[src/rtl/seg7_pkg.sv]
// Shared types and constants for the seven-segment scan driver.
// Holds the scan FSM state encoding and the hex segment table.
package seg7_pkg;

   typedef enum logic {
      SHOW  = 1'b0,
      BLANK = 1'b1
   } state_t;

   localparam logic [6:0] SEG_OFF = 7'h7F;

   // Active-low {g,f,e,d,c,b,a}; entry 0 is the rightmost slice.
   localparam logic [15:0][6:0] SEG_TABLE = {
      7'b0001110,  // F
      7'b0000110,  // E
      7'b0100001,  // d
      7'b1000110,  // C
      7'b0000011,  // b
      7'b0001000,  // A
      7'b0010000,  // 9
      7'b0000000,  // 8
      7'b1111000,  // 7
      7'b0000010,  // 6
      7'b0010010,  // 5
      7'b0011001,  // 4
      7'b0110000,  // 3
      7'b0100100,  // 2
      7'b1111001,  // 1
      7'b1000000   // 0
   };

endpackage

[src/rtl/seg7_hex_decode.sv]
// Combinational hex digit to active-low segment decoder.
// Pure table lookup so the top can register the result.
module seg7_hex_decode
   import seg7_pkg::*;
(
   input  logic [3:0] hex,
   output logic [6:0] seg
);

   assign seg = SEG_TABLE[hex];

endmodule

[src/rtl/seg7_scan_driver.sv]
// Four-digit multiplexed seven-segment driver with blanking gaps,
// frame-synchronous double-buffered updates and leading-zero blanking.
module seg7_scan_driver
   import seg7_pkg::*;
#(
   parameter int TICK_DIV     = 100000,
   parameter int BLANK_CYCLES = 1000
) (
   input  logic        Clkpin,
   input  logic        reset,
   input  logic [15:0] value,
   input  logic        load,
   input  logic [3:0]  dp_mask,
   input  logic        blank_lz,
   output logic        ready,
   output logic        frame_done,
   output logic [6:0]  SevenSegmentChar,
   output logic        dp_n,
   output logic [3:0]  DigitSelect
);

   localparam int MAXC = (TICK_DIV > BLANK_CYCLES) ? TICK_DIV : BLANK_CYCLES;
   localparam int PW   = $clog2(MAXC);

   localparam logic [PW-1:0] SHOW_END  = PW'(TICK_DIV - 1);
   localparam logic [PW-1:0] BLANK_END = PW'(BLANK_CYCLES - 1);

   state_t        state;
   logic [PW-1:0] presc;
   logic [1:0]    idx;

   logic [15:0]   disp_val;
   logic [3:0]    disp_dp;
   logic [15:0]   pend_val;
   logic [3:0]    pend_dp;
   logic          pend;

   logic          wrap;
   logic [3:0]    nib;
   logic          lz;
   logic          lz_blank;
   logic [6:0]    seg;

   assign wrap     = (state == BLANK) && (presc == BLANK_END) && (idx == 2'd3);
   assign ready    = ~pend;
   assign lz_blank = blank_lz & lz;

   // Select the active nibble and whether it is a leading zero.
   always_comb begin
      nib = disp_val[3:0];
      lz  = 1'b0;
      unique case (idx)
         2'd0: begin
            nib = disp_val[3:0];
            lz  = 1'b0;
         end
         2'd1: begin
            nib = disp_val[7:4];
            lz  = (disp_val[15:4] == 12'h000);
         end
         2'd2: begin
            nib = disp_val[11:8];
            lz  = (disp_val[15:8] == 8'h00);
         end
         2'd3: begin
            nib = disp_val[15:12];
            lz  = (disp_val[15:12] == 4'h0);
         end
      endcase
   end

   seg7_hex_decode u_dec (
      .hex (nib),
      .seg (seg)
   );

   // Scan FSM with registered pin outputs one cycle behind the state.
   always_ff @(posedge Clkpin or posedge reset) begin
      if (reset) begin
         state            <= SHOW;
         presc            <= '0;
         idx              <= 2'd0;
         DigitSelect      <= 4'b1111;
         SevenSegmentChar <= SEG_OFF;
         dp_n             <= 1'b1;
         frame_done       <= 1'b0;
      end else begin
         frame_done <= wrap;
         case (state)
            SHOW: begin
               DigitSelect      <= ~(4'b0001 << idx);
               SevenSegmentChar <= lz_blank ? SEG_OFF : seg;
               dp_n             <= ~disp_dp[idx];
               if (presc == SHOW_END) begin
                  state <= BLANK;
                  presc <= '0;
               end else begin
                  presc <= presc + 1'b1;
               end
            end
            BLANK: begin
               DigitSelect      <= 4'b1111;
               SevenSegmentChar <= SEG_OFF;
               dp_n             <= 1'b1;
               if (presc == BLANK_END) begin
                  state <= SHOW;
                  presc <= '0;
                  idx   <= idx + 2'd1;
               end else begin
                  presc <= presc + 1'b1;
               end
            end
         endcase
      end
   end

   // Double buffer: new data waits in pending until the frame wraps.
   always_ff @(posedge Clkpin or posedge reset) begin
      if (reset) begin
         disp_val <= 16'h0000;
         disp_dp  <= 4'h0;
         pend_val <= 16'h0000;
         pend_dp  <= 4'h0;
         pend     <= 1'b0;
      end else begin
         if (wrap && pend) begin
            disp_val <= pend_val;
            disp_dp  <= pend_dp;
         end
         if (load) begin
            pend_val <= value;
            pend_dp  <= dp_mask;
            pend     <= 1'b1;
         end else if (wrap) begin
            pend     <= 1'b0;
         end
      end
   end

endmodule

[config.mk]
export PLATFORM = sky130hd
export DESIGN_NAME = seg7_scan_driver
export DESIGN_NICKNAME = d
export VERILOG_FILES = /design/src/rtl/seg7_pkg.sv /design/src/rtl/seg7_hex_decode.sv /design/src/rtl/seg7_scan_driver.sv
export SDC_FILE = /design/constraint.sdc
export NUM_CORES = 1
export LEC_CHECK = 0
export BUFFER_PORTS_ARGS = -buffer_cell sky130_fd_sc_hd__buf_4
export CAP_MARGIN = 0
export CORE_MARGIN = 1.5
export CORE_UTILIZATION = 50
export CTS_CLUSTER_DIAMETER = 200
export DETAILED_ROUTE_END_ITERATION = 10
export HOLD_SLACK_MARGIN = 0.06
export PLACE_DENSITY = 0.7
export SYNTH_ARGS = -nofsm -noshare
export SYNTH_HDL_FRONTEND = slang
export SYNTH_SLANG_ARGS = --single-unit
[constraint.sdc]
create_clock -name Clkpin -period 2.95 [get_ports Clkpin]
set_input_delay 0.4425 -clock Clkpin [delete_from_list [all_inputs] [get_ports Clkpin]]
set_output_delay 0.4425 -clock Clkpin [all_outputs]
set_load 0.005 [all_outputs]
==> impl_metrics.ini <==
[logic_synthesis]
yosysWarnings = 0
ys_async_sr_fraction_pct = 100
syn_area_um2 = 3390
syn_inst = 264
synth.avg_cell_area_um2 = 12.8
ys_ff_latch = 74
ys.flop_type = dfrtp_1
yosysUniqueCellTypes = 42
synth_fp_nets = 300
synth_edf_count = 0
yosysSeqAreaShare_pct = 55.1

[power]
peakVddDrop_mv = 0.329
power_density_nw_per_um2 = 502
p_leak_uw = 0.00189

[setup_path]
start_kind = flip-flop
critPathMaxStageDelay_ns = 0.66
worst-r2r-cell-count = 7
crit_path_cell_trace = inv_1 -> ha_1 -> clkinv_1 -> o21ai_0 -> inv_1 -> ha_1 -> o311ai_0
critPathMaxFanout = 7
crit_slowest_cell = o21ai_0
critPathRequiredTime_ns = 3.17
worstSetupPathType = reg2reg
critical_path_arrival_ns = 2.83
worstSetupEndpointType = flip-flop

[status]
status = complete, but fails checks
violations = design-rule violations

[global_routing]
grt_start_max_net_pins = 40
antenna_found_initial = 0
grt_pass1_wl_mm = 10.3
grt_usage_pct = 18.4
grt_overflow_total = 0
grt_pass1_vias = 2202

[finish]
instances_no_fill = 389
final_common_cell = dfrtp_1
nNetsFinal = 343
syn2layout_area_growth_pct = 17.0
antennaDiodeCount = 0
layout-drive-gt1-share_pct = 36.5
layout_common_cells = dfrtp_1 (62), buf_4 (38), mux2_2 (22)

[timing]
fin_ws_ns = 0.338
period_needed_ns = 2.61
finClkSkew_ns = 0.0118
slew_headroom_pct = 49.2
hold_violations = 0
max_freq_ghz = 0.383
fin_crit_sh_pct = 88.5
worstMarginPinSlew_ns = 0.754
drv_slew = 0
grt_setup_unrepaired = false
setup_violations = 0
finalSetupTns_ns = 0

[place]
hpwlAfterDp_mm = 4.11
post-place-ws_ns = 0.363
port_buffers = 37
dp_cells = 373
place.gp.congestion = 0.835

[floorplan]
die_h_um = 85.3
ios = 38
initial_core_util_pct = 52.4
die_width_um = 85.3
dieArea_um2 = 7280
core-area_um2 = 6460
rows = 29

[clock_network]
cts_resized = 0
post_cts_buffers = 0
clock-sinks = 74
cts_inserted_buffers = 9
root_buffer = clkbuf_8
clk_path_buf_depth = 2
cts_tree = built
path_clk_slew_ns = 0.08
cts-htree-levels = 3
clock_latency_ns = 0.35
cts_hold_buffers = 0

[worst_hold_path]
hold_class = in2async

[detailed_routing]
initialDrtViolationCount = 122
first_pass_iters = 7
num_vias = 2116
viasPerCell = 5.44
routed_wl_mm = 5.84
routedWlPerCell_um = 15.0
ant_nets = 0
drc = 4

[run]
maxCapViolCount = 0
-- worst max-delay path, delay by kind of cell (launching register included) --
kind / cells / cell delay, ns
buffers and inverters: 3 / 0.50
flip-flops: 1 / 0.43
adder cells (fa/ha/maj): 2 / 0.52
AO/OA/AOI/OAI: 2 / 1.04
-- registers in the layout, indices dropped and copies added (netlist names) --
name              flops
pend_dp               4
disp_dp               4
dp_n                  1
DigitSelect           4
pend                  1
SevenSegmentChar      7
idx                   2
presc                17
pend_val             16
state                 1
disp_val             16
frame_done            1
-- path summary, 6_finish.rpt --
| check | start | slack [ns] | endpoint |
|---|---|---|---|
| hold / removal | reset | 0.24 | pend_val[0] |
| max in group asynchronous | reset | 2.01 | SevenSegmentChar[4] |
| setup / recovery | idx[0] | 0.34 | SevenSegmentChar[2] |
| min in group Clkpin | value[14] | 0.32 | pend_val[14] |
| hold reg to reg | presc[0] | 0.49 | presc[0] |
| setup reg to reg | idx[0] | 0.34 | SevenSegmentChar[2] |
-- per-stage QoR --
stage	hold slack, ns	total power [µW]	utilization [%]	instance area (µm²)
4_1_cts	0.249	2010	61.3	3960
6_report	0.240	1990	61.3	3960
5_1_grt	0.295	2060	61.3	3960
3_3_place_gp	0.474	1160	58.0	3740
2_1_floorplan	0.455	1120	-	3390
3_5_place_dp	0.479	1160	58.0	3740
-- cells in the mapped netlist (all sizes together) (2+ instances only) --
library cell	instances	area, µm²
a22oi	3	22.5
xnor2	9	78.8
dfstp	12	315
mux2	42	548
ha	12	150
buf	3	30.0
nand2	21	78.8
xor2	7	61.3
a21oi	5	25.0
a211oi	2	15.0
nor3	3	15.0
dfrtp	62	1550
nor4	6	37.5
and3	7	45.1
clkbuf	4	15.0
nor2	18	70.1
o221ai	2	17.5
and4	3	28.8
nand4	5	31.3
o21ai	6	30.0
inv	9	33.8
nand3	8	52.6
o211ai	2	15.0
-- power breakdown --
part / switching, µW / internal, µW / leakage [µW]
registers: 13.6 / 1040 / 0.000926
clock network: 374 / 479 / 0.000107
logic: 34.2 / 47.0 / 0.000853
total: 422 / 1570 / 0.00189
-- logic make-up (layout without fill, tap and decap cells) --
logic type	count (synthesis)	in the layout	synth area share (%)
AO/OA/AOI/OAI	27	27	5.47
XOR/XNOR	16	16	4.14
adder cells (fa/ha/maj)	12	12	4.43
buffers and inverters	17	65	2.44
flip-flops	74	74	55.1
multiplexers	44	44	17.1
AND/OR/NAND/NOR	74	74	11.3
-- cell type report --
cell class	instances	area [µm²]
fill	526	2500
multi-input combinational	173	1440
sequential	74	1870
clock buffer	10	128
inverter	10	37.5
timing repair buffer	39	305
tap	77	96.3
clock inverter	6	90.1
-- layer usage --
layer  vias up  global-route usage (%)  share of wire, %
li1       1030                       -                 -
met1      1037                    25.0                49
met2        43                    28.3                45
met3         6                    4.96               4.0
met4         0                    7.48               1.4
met5         -                       0                 0
Note: power is estimated with default switching activity, not from simulation.
